`config.mk`:
```
export PLATFORM = sky130hd
export DESIGN_NAME = serial_adder_ctrl
export DESIGN_NICKNAME = d
export VERILOG_FILES = /design/src/rtl/serial_adder_ctrl_pkg.sv /design/src/rtl/serial_adder_ctrl_fa.sv /design/src/rtl/serial_adder_ctrl.sv
export SDC_FILE = /design/constraint.sdc
export NUM_CORES = 1
export LEC_CHECK = 0
export ABC_AREA = 1
export CAP_MARGIN = 20
export CORE_MARGIN = 2
export CORE_UTILIZATION = 40
export CTS_CLUSTER_SIZE = 24
export DETAILED_ROUTE_END_ITERATION = 8
export PLACE_DENSITY = 0.67
export SLEW_MARGIN = 40
export SYNTH_ARGS = -nofsm -noshare
export SYNTH_HDL_FRONTEND = slang
export SYNTH_HIERARCHICAL = 1
export SYNTH_SLANG_ARGS = --single-unit
```
`constraint.sdc`:
```
create_clock -name clk -period 2.7 [get_ports clk]
set_clock_uncertainty 0.1 [all_clocks]
set_input_delay 0.54 -clock clk [delete_from_list [all_inputs] [get_ports clk]]
set_output_delay 0.54 -clock clk [all_outputs]
set_load 0.005 [all_outputs]
```
`src/rtl/serial_adder_ctrl_pkg.sv`:
```
// Shared types and helpers for the bit-serial adder controller.
package serial_adder_ctrl_pkg;

  typedef enum logic [1:0] {
    ST_IDLE = 2'd0,
    ST_RUN  = 2'd1,
    ST_DONE = 2'd2,
    ST_BAD  = 2'd3
  } state_t;

  // Bit counter width: enough to count 0..WIDTH-1, never narrower than one bit.
  function automatic int cnt_width(input int w);
    return (w <= 1) ? 1 : $clog2(w);
  endfunction

endpackage

```
`src/rtl/serial_adder_ctrl_fa.sv`:
```
// One-bit full adder assembled from two half adders and an OR for the carry.
module half_adder (
  input  logic a,
  input  logic b,
  output logic s,
  output logic c
);
  assign s = a ^ b;
  assign c = a & b;
endmodule

module full_adder_cell (
  input  logic a,
  input  logic b,
  input  logic ci,
  output logic s,
  output logic co
);
  logic s0;
  logic c0;
  logic c1;

  half_adder u_ha0 (.a(a),  .b(b),  .s(s0), .c(c0));
  half_adder u_ha1 (.a(s0), .b(ci), .s(s),  .c(c1));

  // The two half-adder carries can never both be high, so OR equals majority.
  assign co = c0 | c1;
endmodule

```
`src/rtl/serial_adder_ctrl.sv`:
```
// Bit-serial WIDTH-bit adder: one full-adder cell walked LSB first over WIDTH cycles,
// with a start/busy/done handshake and a result register held between operations.
module serial_adder_ctrl
  import serial_adder_ctrl_pkg::*;
#(
  parameter int WIDTH = 8
) (
  input  logic             clk,
  input  logic             rst,
  input  logic             start,
  input  logic [WIDTH-1:0] a,
  input  logic [WIDTH-1:0] b,
  input  logic             cin,
  output logic             busy,
  output logic             done,
  output logic [WIDTH-1:0] sum,
  output logic             cout
);

  localparam int CW = cnt_width(WIDTH);
  localparam int RW = (WIDTH > 1) ? WIDTH - 1 : 1;
  localparam logic [CW-1:0] LAST = CW'(WIDTH - 1);

  state_t          state;
  logic [WIDTH-1:0] a_sh;
  logic [WIDTH-1:0] b_sh;
  logic [RW-1:0]    r_sh;
  logic [RW-1:0]    r_sh_next;
  logic [WIDTH-1:0] r_next;
  logic [CW-1:0]    cnt;
  logic             c;
  logic             s_bit;
  logic             c_next;

  full_adder_cell u_fa (
    .a  (a_sh[0]),
    .b  (b_sh[0]),
    .ci (c),
    .s  (s_bit),
    .co (c_next)
  );

  // r_sh only needs the WIDTH-1 bits already produced; the current bit
  // completes the word in r_next, which is what lands in sum on the last step.
  assign r_next[WIDTH-1] = s_bit;
  generate
    for (genvar gi = 0; gi < WIDTH - 1; gi++) begin : g_rnext
      assign r_next[gi] = r_sh[gi];
    end
    if (WIDTH > 1) begin : g_rsh_wide
      assign r_sh_next = r_next[WIDTH-1:1];
    end else begin : g_rsh_one
      assign r_sh_next = '0;
    end
  endgenerate

  always_ff @(posedge clk or posedge rst) begin
    if (rst) begin
      state <= ST_IDLE;
      busy  <= 1'b0;
      done  <= 1'b0;
      sum   <= '0;
      cout  <= 1'b0;
      a_sh  <= '0;
      b_sh  <= '0;
      r_sh  <= '0;
      c     <= 1'b0;
      cnt   <= '0;
    end else begin
      done <= 1'b0;
      case (state)
        ST_IDLE, ST_DONE: begin
          if (start) begin
            a_sh  <= a;
            b_sh  <= b;
            c     <= cin;
            r_sh  <= '0;
            cnt   <= '0;
            busy  <= 1'b1;
            state <= ST_RUN;
          end else begin
            state <= ST_IDLE;
          end
        end
        ST_RUN: begin
          a_sh <= a_sh >> 1;
          b_sh <= b_sh >> 1;
          c    <= c_next;
          r_sh <= r_sh_next;
          cnt  <= cnt + 1'b1;
          if (cnt == LAST) begin
            sum   <= r_next;
            cout  <= c_next;
            busy  <= 1'b0;
            done  <= 1'b1;
            state <= ST_DONE;
          end
        end
        default: begin
          busy  <= 1'b0;
          state <= ST_IDLE;
        end
      endcase
    end
  end

endmodule

```
Word level (Yosys, flattened, before mapping)
Cells that the tools add are included.
Widths: inputs -> output; s select.
{ "totals": {"register_bits": 40, "in_bits": 20, "out_inout_bits": 11, "word_cells": 45} }
{ "classes": {"add_sub_neg": 1, "eq_ne": 5, "n_mux": 18, "bitwise": 5, "n_reduce_logical": 6} }
{ "ops": {"columns": ["operator", "count"], "rows": [
  ["$pmux 8 s2", 2],
  ["$mux 8", 2],
  ["$pmux 7 s2", 1],
  ["$mux 7", 1],
  ["$mux 1", 6],
  ["$pmux 3 s2", 1],
  ["$reduce_and 2->1", 3],
  ["$ne 2x2->1 const B", 2],
  ["$pmux 1 s2", 2],
  ["$pmux 2 s2", 1],
  ["$add 3x1->3 const B", 1],
  ["$eq 3x3->1 const B", 1],
  ["$mux 3", 1],
  ["$and 1x1->1", 2],
  ["$eq 2x1->1 const B", 1],
  ["$eq 2x2->1 const B", 1],
  ["$logic_not 2->1", 1],
  ["$mux 2", 1],
  ["$reduce_bool 2->1", 1],
  ["$reduce_or 2->1", 1],
  ["$xor 1x1->1", 2],
  ["$or 1x1->1", 1]
]} }

Depth between registers and ports, before layout
Gate-level depths: netlist of run 1.
{ "logic_depth": {"ltp_word": 4, "ltp_mapped": 8, "mapped_depth_nobuf": 8} }

By module
The synthesis of run 1 kept the hierarchy.
{ "by_module_without_submodules": {"columns": ["mod", "n_inst", "cells_per_inst", "area_per_inst_um2", "seq_area_each_um2"], "rows": [
  ["serial_adder_ctrl", 1, 224, 1928.1, 1001.0],
  ["half_adder", 2, 1, 12.5, 0.0],
  ["full_adder_cell", 1, 3, 11.3, 0.0]
]} }

Worst setup path after synthesis of run 1
Ideal clock, no wire load.
{ "synth_timing": {"path_type": "reg-to-reg", "from": "reg a_sh[0]", "to": "reg c", "setup_time_ns": 0.117, "arrival_time_ns": 1.165, "required_time_ns": 2.483, "setup_slack_ns": 1.318, "stages_incl_launch_ff": 9, "n_path_buf": 0, "synth_period_minus_slack_ns": 1.382, "cell_sequence": "dfrtp_1 > ha_1 > ha_1 > inv_1 > nand2_1 > inv_1 > nand3_1 > nand3_1 > nand2_1"} }
{ "synth_between": {"elab_chain_len": 4, "elab_cells_between_ends": 5, "cone_classes": "mux (1); bitwise (4)"} }
{ "synth_lines": {"columns": ["item", "line_no", "source"], "rows": [
  ["start, declared", "serial_adder_ctrl.sv:25", "logic [WIDTH-1:0] a_sh;"],
  ["start signal, assigned", "serial_adder_ctrl.sv:86", "a_sh <= a_sh >> 1;"],
  ["$xor 1x1->1", "serial_adder_ctrl_fa.sv:8", "assign s = a ^ b;"],
  ["via u_fa.s0", "serial_adder_ctrl_fa.sv:19", "logic s0;"],
  ["$and 1x1->1", "serial_adder_ctrl_fa.sv:9", "assign c = a & b;"],
  ["via u_fa.c1", "serial_adder_ctrl_fa.sv:21", "logic c1;"],
  ["$or 1x1->1", "serial_adder_ctrl_fa.sv:27", "assign co = c0 | c1;"],
  ["via c_next", "serial_adder_ctrl.sv:33", "logic c_next;"],
  ["$pmux 1 s2", "serial_adder_ctrl.sv:71", "case (state)"],
  ["end signal, assigned", "serial_adder_ctrl.sv:76", "c <= cin;"],
  ["end signal, assigned", "serial_adder_ctrl.sv:88", "c <= c_next;"],
  ["end, declared", "serial_adder_ctrl.sv:31", "logic c;"]
]} }
The timed path passes the listed nets, and every way through them passes these cells.
A chain may end at the register's enable or synchronous reset.

Worst setup path in the final report of run 1
{ "layout_timing": {"from": "reg sum[4]", "to": "out sum[4]"} }
{ "layout_rtl": {"columns": ["item", "line_no", "source"], "rows": [
  ["start, declared", "serial_adder_ctrl.sv:16", "output logic [WIDTH-1:0] sum,"],
  ["start signal, assigned", "serial_adder_ctrl.sv:92", "sum <= r_next;"]
]} }
No word-level cell between the ends.

==> results.py, run 1 <==
metrics = {
    "outcome": {
        "outcome": "finished clean",
    },
    "global_route": {
        "grtUsageTotal_pct": 15.0,
        "first_global_vias": 1429,
        "grt_max_degree": 41,
        "grt_overflow": 0,
        "grt_pass1_wl_um": 6230,
        "antenna_found_initial": 0,
    },
    "clock_tree": {
        "cts_buffer_depth": 2,
        "postCtsSetupBuffers": 0,
        "cts-root-buf": "clkbuf_8",
        "hold_buffers": 0,
        "htreeDepth": 2,
        "cts_buffers": 5,
        "clk_pin_slew_worst_paths_ns": 0.07,
        "cts_tree": "done",
        "ctsResizeCount": 0,
        "clock_latency_ns": 0.29,
        "cts.sinks": 40,
    },
    "sta": {
        "hold_viol_final": 0,
        "tns_ns": 0,
        "slew_headroom_pct": 65.9,
        "period_share_pct": 66.1,
        "fmax_ghz": 0.560,
        "finalSetupViolations": 0,
        "grt_setup_unrepaired": "no",
        "fin_crit_ns": 1.78,
        "slew_violations": 0,
        "worstMarginPinSlew_ns": 0.512,
    },
    "route": {
        "remaining_drc_errors": 0,
        "ant_nets": 0,
        "drt_wl_total_um": 3550,
        "drt_first_pass_iters": 4,
        "viasPerCell": 4.41,
        "vias": 1439,
        "drt_iter0_markers": 87,
        "drt-wirelength-per-cell_um": 10.9,
    },
    "power_and_ir_drop": {
        "p_leak_nw": 1.26,
        "power_density_mw_per_mm2": 1140,
        "peakVddDrop_mv": 0.370,
    },
    "placement": {
        "dp_hpwl_um": 2360,
        "gp_congestion": 0.748,
        "port_buffers": 30,
        "post-place-cells": 319,
    },
    "floorplan": {
        "core_mm2": 0.00472,
        "die_h_um": 74.1,
        "dieArea_mm2": 0.00549,
        "die_w_um": 74.1,
        "rows": 25,
        "io-pin-count": 31,
        "initial_core_util_pct": 41.6,
    },
    "finish": {
        "drive_gt1_share_pct": 11.6,
        "finalNonFillerCells": 326,
        "insertedDiodeCount": 0,
        "fin_nets": 283,
        "syn2layout_area_growth_pct": 21.2,
    },
    "critical_path": {
        "start_kind": "flip-flop",
        "r2r.worst_path.cells": 6,
        "reg2reg_to": "sum[7]",
        "crit_type": "reg2out",
        "max_stage_delay_ns": 0.50,
        "reg2reg_slack_ns": 1.11,
        "path_buf_inv": 1,
        "crit_slowest_cell": "clkdlybuf4s50_1",
        "path_depth": 1,
        "critPathCapture": "sum[4]",
        "rr_startpoint": "state[0]",
        "startpoint": "sum[4]",
        "crit_fanout": 2,
        "critPathTopFamily": "buffers and inverters",
        "crit_arrival_ns": 1.14,
        "end_kind": "primary output",
        "required_ns": 2.06,
        "cp_cell_sequence": "clkdlybuf4s50_1",
    },
    "flow_run": {
        "cap_violations": 0,
    },
    "yosys": {
        "syn_area_per_cell_um2": 8.58,
        "synth_cell_types": 17,
        "yosysSeqAreaShare_pct": 51.0,
        "syn_inst": 229,
        "syn-num-nets": 253,
        "yosys_warnings": 6,
        "ys_ff_latch": 40,
        "netlist_area_mm2": 0.00196,
    },
    "min_path": {
        "hold_class": "reg2reg",
    },
}
-- placed cells by master, fill, tap and decap left out --
master and count:
inv_1 43, dfrtp_1 40, inv_8 1, nand2_1 74
a21oi_2 1, clkdlybuf4s50_1 30, nand2_8 2, nand3_1 30
o21ai_2 12, buf_4 2, nor2_1 1, o21ai_0 7
inv_2 2, clkbuf_8 7, nor2_4 1, ha_1 4
nand2_4 2
-- power by group --
group          switching, mW  internal [mW]  leakage [nW]
clock                  0.196          0.227        0.0503
sequential             0.164          0.879         0.497
combinational          0.719          0.524         0.717
total                   1.08           1.63          1.26
-- synth_stat cells --
library cell | instances | area (um^2)
nor2_4 | 1 | 11.3
buf_2 | 3 | 15.0
a21oi_2 | 1 | 8.76
buf_4 | 1 | 7.51
inv_1 | 43 | 161
nor2_1 | 1 | 3.75
dfrtp_1 | 40 | 1000
ha_1 | 4 | 50.1
inv_8 | 1 | 11.3
buf_6 | 5 | 56.3
o21ai_0 | 7 | 35.0
inv_2 | 2 | 7.51
nand2_8 | 2 | 40.0
o21ai_2 | 12 | 105
nand2_1 | 74 | 278
nand2_4 | 2 | 22.5
nand3_1 | 30 | 150
-- worst reg2reg max path, cell delays in order (launching register included) --
cell     delay (ns)
dfrtp_1        0.59
inv_2          0.12
nor2_4         0.26
nand2_4        0.22
inv_1          0.13
nand2_1        0.06
nand2_1        0.05
-- kinds of logic after synthesis --
| group | count (synthesis) | share of synthesized area (%) |
|---|---|---|
| adder cells (fa/ha/maj) | 4 | 2.55 |
| flip-flops | 40 | 51.0 |
| AND/OR/NAND/NOR | 110 | 25.7 |
| buffers and inverters | 55 | 13.2 |
| AO/OA/AOI/OAI | 20 | 7.58 |
-- final cells by class --
type / instances / area (um^2)
inverters: 46 / 180
clock buffers: 7 / 96.3
multi-input cells: 134 / 704
flip-flops and latches: 40 / 1000
well taps: 67 / 83.8
repair buffers: 32 / 315
fillers: 469 / 2340
-- registers in the layout (all words and copies together), names as in the netlist --
signal / cells
cnt: 3
c: 1
a_sh: 8
done: 1
state: 2
r_sh: 7
cout: 1
b_sh: 8
sum: 8
busy: 1
-- layer usage --
layer,part of all wire (%),vias to the layer above,global-route usage (%),routed length (um)
li1,-,752,-,-
met1,48,653,18.4,1700
met2,47,29,24.8,1670
met3,3.6,5,3.52,128
met4,1.5,0,7.88,52
met5,0,-,0,0
-- worst min path at each step --
stage                        from      end  cells after the start
after floorplan            cnt[1]   cnt[1]                      2
after global placement    r_sh[3]  r_sh[2]                      2
after detailed placement  b_sh[5]  b_sh[5]                      2
after CTS                 b_sh[5]  b_sh[5]                      2
after global routing      a_sh[3]  a_sh[3]                      2
final                     b_sh[6]  b_sh[6]                      2
-- through the flow --
stage | power, mW | cell area [um^2] | utilization [%] | setup slack [ns] | hold WS, ns
floorplan | 2.02 | 1960 | - | 1.14 | 0.346
global placement | 2.29 | 2280 | 48.4 | 0.925 | 0.362
detailed placement | 2.32 | 2280 | 48.4 | 0.905 | 0.366
CTS | 2.75 | 2380 | 50.4 | 0.896 | 0.385
global route | 2.97 | 2380 | 50.4 | 0.863 | 0.401
finish | 2.71 | 2380 | 50.4 | 0.916 | 0.380
(Power assumes the default switching activity.)
==> run 2, diff against run 1 <==
--- a/config.mk
+++ b/config.mk
@@ -11,7 +11,7 @@
 export CORE_UTILIZATION = 40
 export CTS_CLUSTER_SIZE = 24
 export DETAILED_ROUTE_END_ITERATION = 8
-export PLACE_DENSITY = 0.67
+export PLACE_DENSITY = 0.7
 export SLEW_MARGIN = 40
 export SYNTH_ARGS = -nofsm -noshare
 export SYNTH_HDL_FRONTEND = slang
==> constraint.sdc (replaced) <==
create_clock -name clk -period 1.6 [get_ports clk]
set_clock_uncertainty 0.1 [all_clocks]
set_input_delay 0.32 -clock clk [delete_from_list [all_inputs] [get_ports clk]]
set_output_delay 0.32 -clock clk [all_outputs]
set_load 0.005 [all_outputs]
==> results.py, run 2 (same netlist as run 1, synthesis figures left out) <==
metrics = {
    "power_and_ir_drop": {
        "p_leak_nw": 1.30,
        "peakVddDrop_mv": 0.736,
        "power_density_mw_per_mm2": 1900,
        "total_power_mw": 4.57,
    },
    "critical_path": {
        "crit_slowest_cell": "clkdlybuf4s50_1",
        "critPathTopFamily": "buffers and inverters",
        "rr_startpoint": "cnt[0]",
        "crit_fanout": 2,
        "end_kind": "primary output",
        "max_stage_delay_ns": 0.50,
        "start_kind": "flip-flop",
        "required_ns": 1.18,
        "path_buf_inv": 1,
        "crit_type": "reg2out",
        "crit_arrival_ns": 1.14,
        "r2r.worst_path.cells": 6,
        "reg2reg_to": "sum[7]",
        "cp_cell_sequence": "clkdlybuf4s50_1",
        "reg2reg_slack_ns": 0.12,
    },
    "floorplan": {
        "rows": 25,
        "initial_core_util_pct": 41.6,
        "die_w_um": 74.1,
        "io-pin-count": 31,
        "dieArea_mm2": 0.00549,
        "die_h_um": 74.1,
        "core_mm2": 0.00472,
    },
    "finish": {
        "insertedDiodeCount": 0,
        "final_common_cell": "nand2_1",
        "largestRegisters": "a_sh: 8 flops, b_sh: 8 flops, sum: 8 flops",
        "syn2layout_area_growth_pct": 22.5,
        "final_area_mm2": 0.00241,
        "utilization_pct": 51.0,
        "multi_input_comb_area_um2": 704,
        "regArea_mm2": 0.00100,
        "fill_cells": 440,
        "drive_gt1_share_pct": 11.8,
        "fin_nets": 285,
        "most-common-layout-cells": "74 x nand2_1, 43 x inv_1, 40 x dfrtp_1",
    },
    "clock_tree": {
        "cts-root-buf": "clkbuf_8",
        "cts_tree": "done",
        "htreeDepth": 2,
        "clock_latency_ns": 0.28,
        "cts.sinks": 40,
        "cts_buffers": 5,
        "clk_pin_slew_worst_paths_ns": 0.07,
        "cts_buffer_depth": 2,
        "hold_buffers": 0,
    },
    "sta": {
        "slew_violations": 0,
        "hold_viol_final": 0,
        "fmax_ghz": 0.640,
        "fin_crit_ns": 1.56,
        "slew_headroom_pct": 80.2,
        "finalSetupViolations": 0,
        "worstMarginPinSlew_ns": 0.297,
        "tns_ns": 0,
        "fin_ws_ns": 0.0375,
        "grt_setup_unrepaired": "no",
        "period_share_pct": 97.7,
    },
    "route": {
        "ant_nets": 0,
        "vias": 1470,
        "remaining_drc_errors": 0,
        "viasPerCell": 4.47,
        "drt_first_pass_iters": 4,
        "drt-wirelength-per-cell_um": 10.6,
        "drt_iter0_markers": 103,
        "drt_wl_total_um": 3480,
    },
    "global_route": {
        "first_global_vias": 1361,
        "grt_overflow": 0,
        "grt_pass1_wl_um": 6110,
        "grtUsageTotal_pct": 14.7,
        "grt_max_degree": 41,
        "antenna_found_initial": 0,
    },
    "flow_run": {
        "cap_violations": 0,
    },
    "placement": {
        "port_buffers": 30,
        "gp_congestion": 0.752,
        "dp_hpwl_um": 2320,
        "placed_cell_area_mm2": 0.00231,
        "dp_slack_ns": 0.0390,
    },
    "min_path": {
        "hold_class": "in2async",
    },
    "outcome": {
        "outcome": "finished clean",
    },
}
-- run 2: cell types whose count changed in the layout (fill, tap and decap cells not counted) --
| cell | previous run | this run |
|---|---|---|
| dlymetal6s2s_1 | 0 | 2 |
| buf_12 | 0 | 1 |
| clkdlybuf4s50_1 | 30 | 28 |
| clkbuf_8 | 7 | 6 |
| buf_4 | 2 | 3 |
| clkbuf_1 | 0 | 2 |
-- run 2: cell type report --
cell class	instances	share of cell area, %
repair buffers	34	14.4
flip-flops and latches	40	41.6
clock buffers	8	3.74
multi-input cells	134	29.3
inverters	46	7.48
well taps	67	3.48
-- run 2: repair_timing --
action                     4_1_cts  5_1_grt
gates resized for setup          0        2
setup endpoints to repair        0        2
buffers inserted                 0        0
-- run 2: worst max path at each step --
stage	to	from	cells past startpoint	slack, ns
after CTS	sum[3]	sum[3]	1	0.03
after detailed placement	b_sh[3]	start	6	0.04
final	sum[4]	sum[4]	1	0.04
after global placement	a_sh[4]	start	6	0.06
after global routing	sum[4]	sum[4]	1	0.001
after floorplan	c	a_sh[0]	8	0.22
-- run 2: metal layers --
metal,wire length [um],vias to the layer above,global-route usage (%)
met3,153,5,3.25
met5,0,-,0
li1,-,756,-
met2,1620,34,22.9
met4,31,0,5.45
met1,1670,675,20.0
-- run 2: metrics by stage --
step                      hold slack (ns)  instances
after floorplan                     0.341        229
after global placement              0.358        321
after detailed placement            0.366        321
after CTS                           0.303        329
after global routing                0.323        329
final                               0.288        329
-- run 2: power by group --
part           switching, mW  internal [mW]
Sequential             0.242           1.48
Clock                  0.327          0.352
Combinational           1.26          0.906
Total                   1.83           2.74
==> run 3, diff against run 2 <==
--- a/config.mk
+++ b/config.mk
@@ -5,7 +5,6 @@
 export SDC_FILE = /design/constraint.sdc
 export NUM_CORES = 1
 export LEC_CHECK = 0
-export ABC_AREA = 1
 export CAP_MARGIN = 20
 export CORE_MARGIN = 2
 export CORE_UTILIZATION = 40
==> results.py, run 3 <==
metrics = {
    "outcome": {
        "outcome": "finished clean",
    },
    "critical_path": {
        "start_kind": "flip-flop",
        "max_stage_delay_ns": 0.39,
        "end_kind": "flip-flop",
        "reg2reg_to": "cout",
        "crit_slowest_cell": "dfrtp_1",
        "rr_startpoint": "a_sh[0]",
        "crit_top_cell": "ha_1",
        "reg2reg_slack_ns": 0.02,
        "cp_cell_sequence": "ha_1 -> ha_1 -> or2_1 -> mux2_4",
        "r2r.worst_path.cells": 4,
        "critPathCapture": "cout",
        "startpoint": "a_sh[0]",
        "crit_type": "reg2reg",
        "crit_fanout": 2,
        "required_ns": 1.67,
        "crit_arrival_ns": 1.65,
    },
    "clock_tree": {
        "cts_tree": "done",
        "cts_buffer_depth": 2,
        "clock_latency_ns": 0.28,
        "cts.sinks": 40,
        "clk_pin_slew_worst_paths_ns": 0.07,
        "htreeDepth": 2,
        "cts_buffers": 5,
        "cts-root-buf": "clkbuf_8",
    },
    "yosys": {
        "netlist_area_mm2": 0.00195,
        "synth_enable_flop_cells": 0,
        "ys_top_cells_by_area": "dfrtp_1 51%, mux2_4 6.9%, mux2i_1 4.6%, mux2_2 3.5%, nand2b_1 2.9%",
        "yosys_warnings": 6,
        "syn_area_per_cell_um2": 11.5,
        "yosysSeqAreaShare_pct": 51.2,
        "yosysTopAreaCellShare_pct": 51.2,
        "syn_inst": 170,
        "yosysMostFrequentCell": "dfrtp_1",
        "syn-num-nets": 194,
        "synth_common_cells": "40 x dfrtp_1, 11 x nand2_1, 11 x o21ai_0",
        "ys_async_sr_fraction_pct": 100,
        "ys_ff_latch": 40,
        "yosys.area.top_type": "dfrtp_1",
        "synth_top_flop_cell": "dfrtp_1",
        "synth_cell_types": 27,
    },
    "sta": {
        "fin_ws_ns": 0.0217,
        "period_share_pct": 98.6,
        "finalSetupViolations": 0,
        "whs_ns": 0.288,
        "slew_violations": 0,
        "fin_crit_ns": 1.58,
        "slew_headroom_pct": 77.6,
        "grt_setup_unrepaired": "yes",
        "fmax_ghz": 0.634,
        "hold_viol_final": 0,
        "worstMarginPinSlew_ns": 0.336,
    },
    "floorplan": {
        "io-pin-count": 31,
        "die_w_um": 73.9,
        "dieArea_mm2": 0.00546,
        "core_mm2": 0.00472,
        "initial_core_util_pct": 41.4,
        "rows": 25,
        "die_h_um": 73.9,
    },
    "route": {
        "drt_wl_total_um": 3480,
        "vias": 1332,
        "drt_iter0_markers": 82,
        "drt_first_pass_iters": 4,
        "drt-wirelength-per-cell_um": 12.3,
        "remaining_drc_errors": 0,
        "viasPerCell": 4.72,
        "ant_nets": 0,
    },
    "finish": {
        "most-common-layout-cells": "40 x dfrtp_1, 27 x clkdlybuf4s50_1, 18 x buf_4",
        "drive_gt1_share_pct": 20.5,
        "utilization_pct": 53.0,
        "final_common_cell": "dfrtp_1",
        "syn2layout_area_growth_pct": 28.3,
        "largestRegisters": "a_sh: 8 flops, b_sh: 8 flops, sum: 8 flops",
        "fin_nets": 238,
        "insertedDiodeCount": 0,
    },
    "placement": {
        "gp_congestion": 0.734,
        "port_buffers": 30,
        "dp_slack_ns": -0.0749,
        "dp_hpwl_um": 2390,
    },
    "global_route": {
        "grtUsageTotal_pct": 14.5,
        "antenna_found_initial": 0,
        "grt_pass1_wl_um": 5950,
        "grt_max_degree": 41,
        "grt_overflow": 0,
        "first_global_vias": 1314,
    },
    "min_path": {
        "hold_class": "in2async",
    },
    "flow_run": {
        "cap_violations": 0,
    },
    "power_and_ir_drop": {
        "total_power_mw": 4.36,
        "peakVddDrop_mv": 0.756,
        "p_leak_nw": 1.11,
        "power_density_mw_per_mm2": 1740,
    },
}
-- run 3: changes by cell type after synthesis, sizes merged, moves of 7 or more --
| cell | delta |
|---|---|
| a211oi | +7 |
| nand2b | +9 |
| inv | -43 |
| nor2b | +8 |
| mux2i | +9 |
| o21ai | -8 |
| nand3 | -26 |
| nand2 | -66 |
| mux2 | +16 |
-- run 3: final cells by class --
cell class	instances	area (um^2)
sequential	40	1000
fill	436	2220
timing repair buffer	49	463
tap	67	83.8
multi-input combinational	115	851
inverter	3	16.3
clock buffer	8	90.1
-- run 3: how the worst min path moves through the flow --
stage                start       to  slack (ns)
detailed placement  sum[7]   sum[7]        0.39
floorplan             a[6]  a_sh[6]        0.36
CTS                    rst   sum[7]        0.30
finish                 rst   sum[7]        0.29
global placement      busy     busy        0.38
global route           rst   sum[3]        0.33
-- run 3: report_power, final --
group	internal [mW]	switching (mW)	total, mW
logic	1.15	0.789	1.93
registers	1.47	0.287	1.76
clock network	0.351	0.320	0.671
-- run 3: timing repair --
item	4_1_cts	5_1_grt
setup buffers	1	5
hold buffers	0	0
pin swaps	0	1
resized for setup	0	4
endpoints found under the setup margin	1	16
-- run 3: worst max-delay path, delay by kind of cell (launching register included) --
family                     cells  cell delay [ns]
adders and majority gates      2             0.49
DFF                            1             0.39
muxes                          1             0.27
and+or+nand+nor                1             0.23
-- run 3: per-layer routing --
metal	global-route usage (%)	part of all wire [%]	wire length, um	vias up
met1	19.3	49	1710	615
li1	-	-	-	685
met4	5.45	1.5	53	0
met3	4.12	3.4	118	7
met2	22.3	46	1590	25
met5	0	0	0	-
-- run 3: through the flow --
stage	std cells	setup TNS [ns]	cell area, um^2
floorplan	170	0	1950
global placement	268	-0.125	2360
detailed placement	268	-0.488	2360
CTS	277	0	2460
global route	282	-0.0183	2500
finish	282	0	2500
-- run 3: cells by family (layout without fill, tap and decap cells) --
kind of cell / after synthesis / in the layout / synth area share (%)
adders and majority gates: 4 / 4 / 2.56
buffers and inverters: 15 / 60 / 5.32
and+or+nand+nor: 49 / 49 / 13.5
DFF: 40 / 40 / 51.2
xor gates and xnor gates: 1 / 1 / 0.449
AOI/OAI and AO/OA: 36 / 36 / 11.3
muxes: 25 / 25 / 15.6
